==> src/rtl/fetch_queue_stage.sv <==
`default_nettype none
// ============================================================================
// fetch_queue_stage : instruction-fetch front end with request tracking, a
// decode-side instruction queue and drop-counted redirect flushes.  Rev 1.0
// ============================================================================
module fetch_queue_stage #(
    parameter int               XLEN     = 32,
    parameter int               DEPTH    = 4,
    parameter int               MAX_OUT  = 2,
    parameter logic [XLEN-1:0]  RESET_PC = '0
) (
    input  logic            clock,
    input  logic            reset,
    input  logic            trap,
    input  logic [XLEN-1:0] mtvec,
    input  logic            mret,
    input  logic [XLEN-1:0] mepc,
    input  logic            jump,
    input  logic [XLEN-1:0] jump_addr,
    input  logic            fence,
    input  logic [XLEN-1:0] fence_npc,
    output logic            imem_valid,
    input  logic            imem_ready,
    output logic [XLEN-1:0] imem_addr,
    output logic            imem_fence,
    output logic            imem_spec,
    output logic            imem_instr,
    input  logic            imem_rvalid,
    input  logic [31:0]     imem_rdata,
    output logic            out_valid,
    input  logic            out_ready,
    output logic [XLEN-1:0] out_pc,
    output logic [31:0]     out_instr,
    output logic            busy
);

    localparam int c_QAW = $clog2(DEPTH);
    localparam int c_QCW = $clog2(DEPTH + 1);
    localparam int c_OW  = $clog2(MAX_OUT + 1);
    localparam int c_PAW = (MAX_OUT > 1) ? $clog2(MAX_OUT) : 1;

    typedef enum logic [0:0] {
        ST_RUN        = 1'b0,
        ST_FENCE_WAIT = 1'b1
    } state_t;

    state_t           state_q, state_d;
    logic [XLEN-1:0]  fetch_pc_q, fetch_pc_d;
    logic [c_OW-1:0]  outstanding_q, outstanding_d;
    logic [c_OW-1:0]  drop_q, drop_d;
    logic [c_QCW-1:0] count_q, count_d;
    logic [c_QAW-1:0] qwr_q, qwr_d, qrd_q, qrd_d;
    logic [c_PAW-1:0] pwr_q, pwr_d, prd_q, prd_d;

    logic [XLEN-1:0]  qpc_q    [DEPTH];
    logic [31:0]      qinstr_q [DEPTH];
    logic [XLEN-1:0]  ptag_q   [MAX_OUT];

    logic             w_flush, w_fence_win, w_issue, w_accept;
    logic             w_rsp, w_push, w_pop, w_out_valid;
    logic [XLEN-1:0]  w_sel, w_target;

    function automatic logic [c_PAW-1:0] pinc(input logic [c_PAW-1:0] p);
        if (int'(p) == MAX_OUT - 1) begin
            return '0;
        end
        return p + c_PAW'(1);
    endfunction

    always_comb begin
        w_flush     = reset && (trap || mret || jump || fence);
        w_fence_win = fence && !trap && !mret && !jump;
        if (trap) begin
            w_sel = mtvec;
        end else if (mret) begin
            w_sel = mepc;
        end else if (jump) begin
            w_sel = jump_addr;
        end else begin
            w_sel = fence_npc;
        end
        w_target = w_sel & ~XLEN'(3);

        // Credit check counts in-flight requests against free queue slots, so
        // every response that comes back always has somewhere to land.
        w_issue = reset && !w_flush && (state_q == ST_RUN)
                  && (int'(outstanding_q) < MAX_OUT)
                  && ((int'(outstanding_q) + int'(count_q)) < DEPTH);
        w_accept    = w_issue && imem_ready;
        w_rsp       = reset && imem_rvalid && (outstanding_q != '0);
        w_push      = w_rsp && (drop_q == '0) && !w_flush;
        w_out_valid = reset && (count_q != '0) && !w_flush;
        w_pop       = w_out_valid && out_ready;
    end

    always_comb begin
        state_d       = state_q;
        fetch_pc_d    = fetch_pc_q;
        outstanding_d = outstanding_q + c_OW'(w_accept) - c_OW'(w_rsp);
        drop_d        = drop_q;
        count_d       = count_q + c_QCW'(w_push) - c_QCW'(w_pop);
        qwr_d         = w_push ? qwr_q + c_QAW'(1) : qwr_q;
        qrd_d         = w_pop  ? qrd_q + c_QAW'(1) : qrd_q;
        pwr_d         = w_accept ? pinc(pwr_q) : pwr_q;
        // Tags of dropped requests retire here too, keeping the tag FIFO in step.
        prd_d         = w_rsp ? pinc(prd_q) : prd_q;

        if (w_accept) begin
            fetch_pc_d = fetch_pc_q + XLEN'(4);
        end
        if (w_rsp && (drop_q != '0)) begin
            drop_d = drop_q - c_OW'(1);
        end
        if ((state_q == ST_FENCE_WAIT) && (outstanding_q == '0)) begin
            state_d = ST_RUN;
        end

        if (w_flush) begin
            fetch_pc_d = w_target;
            drop_d     = outstanding_q - c_OW'(w_rsp);
            count_d    = '0;
            qwr_d      = '0;
            qrd_d      = '0;
            state_d    = w_fence_win ? ST_FENCE_WAIT : ST_RUN;
        end
    end

    always_ff @(posedge clock) begin
        if (!reset) begin
            state_q       <= ST_RUN;
            fetch_pc_q    <= RESET_PC;
            outstanding_q <= '0;
            drop_q        <= '0;
            count_q       <= '0;
            qwr_q         <= '0;
            qrd_q         <= '0;
            pwr_q         <= '0;
            prd_q         <= '0;
        end else begin
            state_q       <= state_d;
            fetch_pc_q    <= fetch_pc_d;
            outstanding_q <= outstanding_d;
            drop_q        <= drop_d;
            count_q       <= count_d;
            qwr_q         <= qwr_d;
            qrd_q         <= qrd_d;
            pwr_q         <= pwr_d;
            prd_q         <= prd_d;
        end
    end

    always_ff @(posedge clock) begin
        if (w_accept) begin
            ptag_q[pwr_q] <= fetch_pc_q;
        end
        if (w_push) begin
            qpc_q[qwr_q]    <= ptag_q[prd_q];
            qinstr_q[qwr_q] <= imem_rdata;
        end
    end

    assign imem_valid = w_issue;
    assign imem_addr  = w_issue ? fetch_pc_q : '0;
    assign imem_fence = w_flush && w_fence_win;
    assign imem_spec  = w_flush;
    assign imem_instr = 1'b1;
    assign out_valid  = w_out_valid;
    assign out_pc     = w_out_valid ? qpc_q[qrd_q] : '0;
    assign out_instr  = w_out_valid ? qinstr_q[qrd_q] : '0;
    assign busy       = (outstanding_q != '0) || (state_q != ST_RUN);

endmodule
`default_nettype wire

==> config.mk <==
export PLATFORM = sky130hd
export DESIGN_NAME = fetch_queue_stage
export DESIGN_NICKNAME = d
export VERILOG_FILES = /design/src/rtl/fetch_queue_stage.sv
export SDC_FILE = /design/constraint.sdc
export NUM_CORES = 1
export LEC_CHECK = 0
export ABC_CLOCK_PERIOD_IN_PS = 7500
export CAP_MARGIN = 10
export CORE_UTILIZATION = 55
export CTS_BUF_LIST = sky130_fd_sc_hd__clkbuf_8
export CTS_CLUSTER_SIZE = 40
export DETAILED_ROUTE_END_ITERATION = 6
export GPL_TIMING_DRIVEN = 0
export PLACE_DENSITY = 0.83
export SETUP_SLACK_MARGIN = 0.02
export SLEW_MARGIN = 20
export SYNTH_ARGS = -nofsm -noshare
export SYNTH_HDL_FRONTEND = slang
export SYNTH_SLANG_ARGS = --single-unit
==> constraint.sdc <==
create_clock -name clock -period 7.5 [get_ports clock]
set_input_delay 1.125 -clock clock [delete_from_list [all_inputs] [get_ports clock]]
set_output_delay 1.125 -clock clock [all_outputs]
set_load 0.02 [all_outputs]
---- Yosys cells after proc, flatten, opt, wreduce, memory -nomap -nowiden ----
Memories as Yosys holds them, arrays and structs flattened. A register that Yosys moved wholly into a read port is not among the register bits.
Cells that the tools add are included.
storage, ports and cells
  flip-flop bits (word level) ............. 46
  bits in writable memories ............... 320
  input port bits ......................... 169
  output and inout bits ................... 102
  logic and storage cells ................. 94
  memories kept ........................... 3
memories
  name      words  width  rd ports  clocked after memory_dff  wr ports  RTL line  text
  qinstr_q  4      32     1         1                         1         56        logic [31:0] qinstr_q [DEPTH];
  qpc_q     4      32     1         1                         1         55        logic [XLEN-1:0] qpc_q [DEPTH];
  ptag_q    2      32     1         1                         1         57        logic [XLEN-1:0] ptag_q [MAX_OUT];
operators by class
  add/subtract/negate cells ............... 12
  $lt $le $gt $ge ......................... 2
  multiplexer cells ....................... 29
  bitwise gates (word level) .............. 2
  reductions and logical operators ........ 36
operators with widths
  kind                                                         count
  two-way mux 32 bit                                           8
  adder 32 x 3 -> 32 bit (second input constant)               1
  logical AND 1 bit                                            19
  two-way mux 1 bit                                            15
  two-way mux 2 bit                                            6
  nonzero test 2 bit                                           5
  adder 2 x 1 -> 2 bit (second input constant)                 2
  adder 2 x 3 -> 4 bit                                         1
  zero test 1 bit                                              4
  zero test 2 bit                                              2
  logical OR 1 bit                                             4
  less-than comparator 4 x 3 -> 1 bit (second input constant)  1
  subtractor 2 x 1 -> 2 bit                                    2
  adder 3 x 1 -> 3 bit                                         1
  nonzero test 3 bit                                           1
  subtractor 3 x 1 -> 3 bit                                    1
  adder 1 bit (second input constant)                          2
  adder 2 x 1 -> 2 bit                                         1
  less-than comparator 2 bit (second input constant)           1
  NOT 1 bit                                                    2
  OR reduction 2 bit                                           1
  subtractor 2 x 1 -> 2 bit (second input constant)            1

---- Logic depth before layout (Yosys ltp) ----
Gate-level depths: netlist of the first run.
  word-level depth ........................ 12
  depth in mapped cells ................... 13
  mapped depth without buffers ............ 12

---- Worst setup path after synthesis of the first run ----
OpenSTA, ideal clock, no wires.
  path type ............................... in2reg
  start ................................... input trap
  end ..................................... memory qinstr_q[0][0], enable pin
  library setup time ...................... 427 ps
  data arrival time ....................... 3602 ps
  data required time ...................... 7073 ps
  path slack .............................. 3471 ps
  stages on the path ...................... 5
  buffers on the path ..................... 2
  cells stage by stage .................... buf_6 -> or4_1 -> buf_2 -> nor2_1 -> and2_1
between the ends
  word-level cells in the longest chain between the ends .. 8
ends and longest elaborated chain
  what                                     RTL line  text
  from (decl)                              14        input logic trap,
  logical OR 1 bit (3 in a row)            71        w_flush = reset && (trap || mret || jump || fence);
  logical AND 1 bit                        71
  zero test 1 bit                          91        w_push = w_rsp && (drop_q == '0) && !w_flush;
  logical AND 1 bit                        91
  two-way mux 1 bit                        156       if (w_push) begin
  two-way mux 1 bit (not written as such)  158       qinstr_q[qwr_q] <= imem_rdata;
  to (decl)                                56
No other way between the ends.

---- Worst setup path in the final report of the first run ----
  start ................................... input mret
  end ..................................... output imem_addr[10]
between the ends
  word-level cells in the longest chain between the ends .. 10
ends and longest elaborated chain
  what                            RTL line  text
  from (decl)                     16        input logic mret,
  logical OR 1 bit (3 in a row)   71
  logical AND 1 bit               71
  zero test 1 bit                 86        w_issue = reset && !w_flush && (state_q == ST_RUN)
  logical AND 1 bit (2 in a row)  86
  logical AND 1 bit               87        && (int'(outstanding_q) < MAX_OUT)
  logical AND 1 bit               88        && ((int'(outstanding_q) + int'(count_q)) < DEPTH);
  two-way mux 32 bit              163       assign imem_addr = w_issue ? fetch_pc_q : '0;
  to (decl)                       24        output logic [XLEN-1:0] imem_addr,
No other way between the ends.

==> out/qor.csv, run 1 <==
metric,value,unit
min_period,5.38,ns
cp_max_fo,10,
ios,271,
cp-startpoint,mret,
antenna_cells,0,
post-dp-hpwl,25100,µm
die_area,28400,µm²
row_count,60,
yosys.area.top_type_share,0.606,
num_vias,9234,
die_w,169,µm
hold_violations,0,
dr.pass1.iters,5,
critPathSlowestCell,clkdlybuf4s50_1,
endpoint,imem_addr[10],
hold_class,register to register,
maxSlewViolCount,0,
dp_slack,2.10,ns
synth_area_leader_cell,edfxtp_1,
setup_tns,0,ns
htreeDepth,2,
syn-mean-instance-area,15.9,µm²
reg2reg_depth,12,
ant_nets,0,
ys.flop_type,edfxtp_1,
synthArstFlopShare,0,
cts_hold_buf,0,
r2r-start,outstanding_q[1],
ys_warn_count,0,
drtIter0Drc,737,
route.detailed.drc,0,
fmax,186,MHz
nets,1462,
worst_slew_pin_slew,0.895,ns
synthesis.area,15300,µm²
cts_made_buffers,53,
core,27100,µm²
slowest_delay,0.62,ns
clk_path_buf_depth,3,
grt_pass1_wl,53400,µm
setup.worst_path.start_class,primary input,
overflow,0,
syn_to_final_growth,27.2,%
timing.rr.end,count_q[2],
vdd_drop_max,0.103,mV
critPathArrivalTime,4.26,ns
setup_ws,2.12,ns
path_cells,"clkdlybuf4s50_1, nor4_2, nand2_1, nor2_1, clkbuf_1, clkbuf_1, and2_1, clkdlybuf4s50_1",
tritoncts,done,
via_per_inst,5.47,
slew_headroom,0.403,
p_leak,6.42,nW
synth_cell_types,46,
track_usage,0.252,
cts_sinks,355,
routed_wirelength,34500,µm
crit_buf_inv,4,
powerDensity,199,nW/µm²
yosysSeqAreaShare,0.668,
portBuffers,255,
die_y,169,µm
cts_root_buf,clkbuf_8,
ys_ff_latch,355,
reg2reg_slack,4.52,ns
rsz0062_at_grt,false,
path_class,primary input to output port,
crit_family,buffers and inverters,
synth_area_leaders,"edfxtp_1 61%, mux4_2 9.1%, dfxtp_1 6.2%",
end_kind,output port,
fin_worst_skew,0.0158,ns
wl_per_cell,20.5,µm
hp-start,prd_q,
finalSetupViolCount,0,
clk_latency,0.56,ns
synthCells,962,
maxCapViolations,0,
synth_enable_flop_cells,308,
post_route_cells_drive_above_1_share,0.162,
status,finished clean,
post_cts_resized,0,
start_util,0.563,
path_depth,8,
antenna_found_initial,0,
clkTransAtPathRegs,0.07,ns
grt_max_degree,49,
cts_setup_buffers,0,
period_share,0.718,
grt_pass1_vias,9676,
place_congestion,0.890,
critPathRequiredTime,6.38,ns
-- synth_stat cells, types with 2 or more instances --
cell / instances
edfxtp_1: 308
nand3_1: 12
nor4_2: 6
o22ai_1: 5
and4_1: 4
buf_2: 8
nand2_1: 50
nand2b_1: 15
mux2_2: 37
xor2_1: 16
buf_1: 10
nor2_1: 20
inv_1: 14
and2_1: 100
nor3_1: 6
conb_1: 2
mux4_2: 62
nand4_1: 11
clkbuf_1: 38
or3_1: 3
mux2i_1: 36
a221oi_1: 9
dfxtp_1: 47
o21a_1: 2
o21ai_0: 31
buf_6: 3
ha_1: 12
a21oi_1: 31
nor3_2: 6
o211ai_1: 3
buf_4: 5
xnor2_1: 23
and3_1: 9
a221oi_2: 6
-- cell usage in the layout (no fill, tap or decap), types with 4 or more instances in the layout --
cell and count:
clkinv_2 7, nand2b_1 15, clkbuf_1 38, a21oi_1 31
mux2i_1 36, inv_1 33, nor4_2 6, buf_1 10
nor3_2 6, buf_4 5, bufinv_16 4, and2_4 4
buf_2 8, clkinv_1 8, edfxtp_1 308, clkbuf_8 53
nor2_1 19, mux4_2 62, mux2_2 37, and3_1 9
o21ai_0 31, xnor2_1 23, clkdlybuf4s50_1 255, nor3_1 6
ha_1 12, and2_1 95, a221oi_1 9, and4_1 4
xor2_1 16, conb_1 5, nand3_1 12, dfxtp_1 47
nand4_1 11, o22ai_1 5, nand2_1 50, a221oi_2 6
-- how the worst min path moves through the flow --
stage | endpoint | slack, ns | depth (start not counted)
5_1_grt | ptag_q[0][27] | 0.54 | 0
3_5_place_dp | qwr_q[1] | 0.49 | 2
6_report | prd_q | 0.52 | 2
2_1_floorplan | ptag_q[0][27] | 0.44 | 0
4_1_cts | ptag_q[0][19] | 0.53 | 0
3_3_place_gp | ptag_q[0][27] | 0.48 | 0
-- worst register-to-register path, cell delays in order, from the launching register on --
cell     delay [ns]
dfxtp_1        0.47
o21ai_0        0.26
nor2_1         0.30
nand2_1        0.16
nor2_1         0.31
inv_1          0.09
ha_1           0.28
inv_1          0.04
ha_1           0.18
fa_1           0.38
xnor2_1        0.20
xnor2_1        0.14
nor2_1         0.05
-- final cells by class --
class	count	area (µm²)
repair buffers	260	2670
well taps	372	465
plain buffers	64	292
clock buffers	53	729
clock inverters	39	264
multi-input cells	531	4750
inverters	15	58.8
flip-flops and latches	355	10200
fillers	1779	7680
-- power by group --
group / total, W / internal, W / switching, W / leakage (nW)
logic: 0.000216 / 0.000123 / 0.0000927 / 2.71
registers: 0.00218 / 0.00215 / 0.0000281 / 3.13
clock network: 0.00147 / 0.000794 / 0.000675 / 0.579
total: 0.00387 / 0.00307 / 0.000796 / 6.42
-- sequential cells by signal, indices dropped and copies added, names as in the netlist, named ones only --
name           cells
fetch_pc_q        30
ptag_q            60
qwr_q              2
state_q            1
drop_q             2
qinstr_q         128
qrd_q              2
count_q            3
prd_q              1
outstanding_q      2
qpc_q            120
pwr_q              1
-- routing by layer --
metal	routed length (µm)	vias to the layer above	track usage
li1	-	4295	-
met1	12800	4478	0.287
met2	18200	385	0.457
met3	2210	76	0.0519
met4	1330	0	0.113
met5	0	-	0
-- metrics by stage --
stage	power (W)	instances	utilization	hold WS, ns	instance area, µm²
6_report	0.00387	1689	0.717	0.525	19400
5_1_grt	0.00400	1689	0.717	0.538	19400
4_1_cts	0.00390	1689	0.717	0.530	19400
3_5_place_dp	0.00244	1597	0.680	0.495	18400
3_3_place_gp	0.00243	1592	0.675	0.484	18300
2_1_floorplan	0.00230	965	-	0.439	15300
-- logic make-up (layout without fill, tap and decap cells) --
| family | after synthesis | after routing | synth area share |
|---|---|---|---|
| mux | 135 | 135 | 0.142 |
| simple gates | 250 | 250 | 0.0962 |
| flops | 355 | 355 | 0.668 |
| fa+ha+maj | 13 | 13 | 0.0111 |
| compound gates | 89 | 89 | 0.0368 |
| other cells | 2 | 5 | 0.000492 |
| xor+xnor | 39 | 39 | 0.0224 |
| buf+inv | 79 | 431 | 0.0230 |
Power figures use the tool's default switching activity.
==> inputs of run 2 (changes only) <==
--- a/config.mk
+++ b/config.mk
@@ -5,14 +5,14 @@
 export SDC_FILE = /design/constraint.sdc
 export NUM_CORES = 1
 export LEC_CHECK = 0
-export ABC_CLOCK_PERIOD_IN_PS = 7500
+export ABC_CLOCK_PERIOD_IN_PS = 4640
 export CAP_MARGIN = 10
-export CORE_UTILIZATION = 55
+export CORE_UTILIZATION = 49
 export CTS_BUF_LIST = sky130_fd_sc_hd__clkbuf_8
 export CTS_CLUSTER_SIZE = 40
 export DETAILED_ROUTE_END_ITERATION = 6
 export GPL_TIMING_DRIVEN = 0
-export PLACE_DENSITY = 0.83
+export PLACE_DENSITY = 0.78
 export SETUP_SLACK_MARGIN = 0.02
 export SLEW_MARGIN = 20
 export SYNTH_ARGS = -nofsm -noshare
==> constraint.sdc (replaced) <==
create_clock -name clock -period 4.64 [get_ports clock]
set_input_delay 0.696 -clock clock [delete_from_list [all_inputs] [get_ports clock]]
set_output_delay 0.696 -clock clock [all_outputs]
set_load 0.02 [all_outputs]
==> run 2 against run 1 <==
Compared with the run above:
- critical path depth did not move
- die area rose by 12%
- register-to-register slack got worse by 2.8 ns
- largest cell class unchanged
- non-clock buffer count did not move
- critical endpoint is now out_instr[5]
- sequential power rose by 62%
- clock power rose by 65%
- design area rose by 0.55%
- total power rose by 63%
- via count rose by 0.86%
==> out/qor.csv, run 2 (synthesis gave the netlist of run 1 again) <==
metric,value,unit
syn_to_final_growth,27.9,%
path_depth,8,
post_route_cells_drive_above_1_share,0.169,
nets,1463,
end_kind,output port,
place_congestion,0.915,
via_per_inst,5.41,
worst_slew_pin_slew,0.925,ns
clk_path_buf_depth,3,
grt_pass1_vias,10007,
status,finished clean,
cts_hold_buf,0,
clkTransAtPathRegs,0.06,ns
grt_max_degree,43,
timing.rr.end,count_q[2],
finalSetupViolCount,0,
die_y,178,µm
antenna_cells,0,
placed_cells,1621,
row_count,64,
routed_wirelength,35500,µm
worst_hold_path.num_cells,3,
hold_violations,0,
p_leak,6.46,nW
hold_class,primary input to register,
track_usage,0.228,
tritoncts,done,
top_regs,"qinstr_q: 128 flops, qpc_q: 120 flops, ptag_q: 60 flops",
die_area,31900,µm²
htreeDepth,2,
maxSlewViolCount,0,
cts_root_buf,clkbuf_8,
critPathRequiredTime,3.94,ns
path_class,primary input to output port,
crit_family,buffers and inverters,
r2r-start,outstanding_q[1],
reg2reg_depth,12,
slew_headroom,0.383,
regMostFlops,qinstr_q,
core,30600,µm²
maxCapViolations,0,
vdd_drop_max,0.181,mV
num_vias,9313,
drtIter0Drc,529,
powerDensity,322,nW/µm²
layout_common_cells,"308 x edfxtp_1, 255 x clkdlybuf4s50_1, 95 x and2_1",
finalNonFillerCells,1721,
portBuffers,255,
critPathArrivalTime,3.81,ns
fin_worst_skew,0.0147,ns
path_cells,"clkdlybuf4s50_1, or4_1, buf_2, nor3_2, buf_2, clkbuf_2, and2_1, clkdlybuf4s50_1",
wl_per_cell,20.7,µm
cp_max_fo,10,
die_w,178,µm
crit_buf_inv,5,
setup_tns,0,ns
fmax,222,MHz
rsz0062_at_grt,false,
cts_sinks,355,
setup.worst_path.start_class,primary input,
hp-start,trap,
clk_latency,0.57,ns
ios,271,
grt_pass1_wl,53700,µm
final_common_cell,edfxtp_1,
ant_nets,0,
cts_setup_buffers,0,
critPathSlowestCell,clkdlybuf4s50_1,
start_util,0.499,
dr.pass1.iters,4,
antenna_found_initial,0,
reg2reg_slack,1.69,ns
route.detailed.drc,0,
whs,0.489,ns
period_share,0.971,
cts_made_buffers,54,
slowest_delay,0.62,ns
overflow,0,
post-dp-hpwl,25400,µm
largest_reg_flops,128,
whs_endpoint,state_q,
min_period,4.51,ns
==> run 2: cell count changes in the layout (fill, tap and decap cells not counted) <==
cell	delta
clkbuf_2	+6
nor4_2	-1
nor4_4	+1
clkbuf_1	-6
clkinv_1	+7
inv_1	-4
bufinv_16	-2
buf_12	-3
clkbuf_8	+6
clkinv_2	+1
buf_16	+3
==> run 2: per-layer routing <==
layer	GRT usage	up-vias	share of wire	routed length, µm
li1	-	4304	-	-
met1	0.261	4504	0.38	13700
met2	0.402	414	0.50	17800
met3	0.0473	91	0.070	2480
met4	0.117	0	0.045	1610
met5	0	-	0	0
==> run 2: worst max-delay path by stage <==
stage                     startpoint        endpoint  slack [ns]
after floorplan                 trap  qinstr_q[0][0]        1.04
after global placement         reset  qinstr_q[0][7]       -0.70
after detailed placement        mret    out_instr[5]       -0.03
after CTS                       mret      out_pc[11]        0.03
after global routing            mret      out_pc[11]        0.03
final                           mret    out_instr[5]        0.13
==> run 2: power breakdown <==
| group | total, W | internal (W) | switching (W) | leakage (nW) |
|---|---|---|---|---|
| Combinational | 0.000349 | 0.000199 | 0.000150 | 2.75 |
| Sequential | 0.00353 | 0.00348 | 0.0000457 | 3.13 |
| Clock | 0.00242 | 0.00128 | 0.00114 | 0.587 |
| Total | 0.00630 | 0.00496 | 0.00134 | 6.46 |
==> run 2: worst register-to-register path, cell delays in order (launching register included) <==
cell and delay, ns:
dfxtp_1 0.46, o21ai_0 0.25, nor2_1 0.28, nand2_1 0.14, nor2_1 0.32, inv_1 0.09
ha_1 0.28, inv_1 0.04, ha_1 0.19, fa_1 0.38, xnor2_1 0.20, xnor2_1 0.13
nor2_1 0.05
==> run 2: area by class of cell <==
| class | instances | area (µm²) |
|---|---|---|
| inverters | 15 | 58.8 |
| clock buffers | 59 | 812 |
| plain buffers | 64 | 299 |
| multi-input cells | 531 | 4760 |
| well taps | 396 | 495 |
| fillers | 2268 | 11100 |
| flip-flops and latches | 355 | 10200 |
| clock inverters | 41 | 220 |
| repair buffers | 260 | 2690 |
==> run 2: timing repair <==
action | CTS | global route
setup endpoints to repair | 5 | 41
gates resized for setup | 1 | 11
gates cloned | 0 | 0
==> run 2: stage by stage <==
step	area [µm²]	power, W	util	worst slack (ns)
CTS	19500	0.00635	0.638	0.0323
detailed placement	18500	0.00394	0.604	-0.0347
finish	19500	0.00630	0.638	0.133
global placement	18300	0.00393	0.599	-0.695
global route	19500	0.00651	0.638	0.0337
floorplan	15300	0.00372	-	1.04
==> inputs of run 3 (changes only) <==
--- a/config.mk
+++ b/config.mk
@@ -6,7 +6,7 @@
 export NUM_CORES = 1
 export LEC_CHECK = 0
 export ABC_CLOCK_PERIOD_IN_PS = 4640
-export CAP_MARGIN = 10
+export CAP_MARGIN = 15
 export CORE_UTILIZATION = 49
 export CTS_BUF_LIST = sky130_fd_sc_hd__clkbuf_8
 export CTS_CLUSTER_SIZE = 40
==> results of run 3 <==
Same layout as run 2: the final DEF is identical, and so are final timing and power.
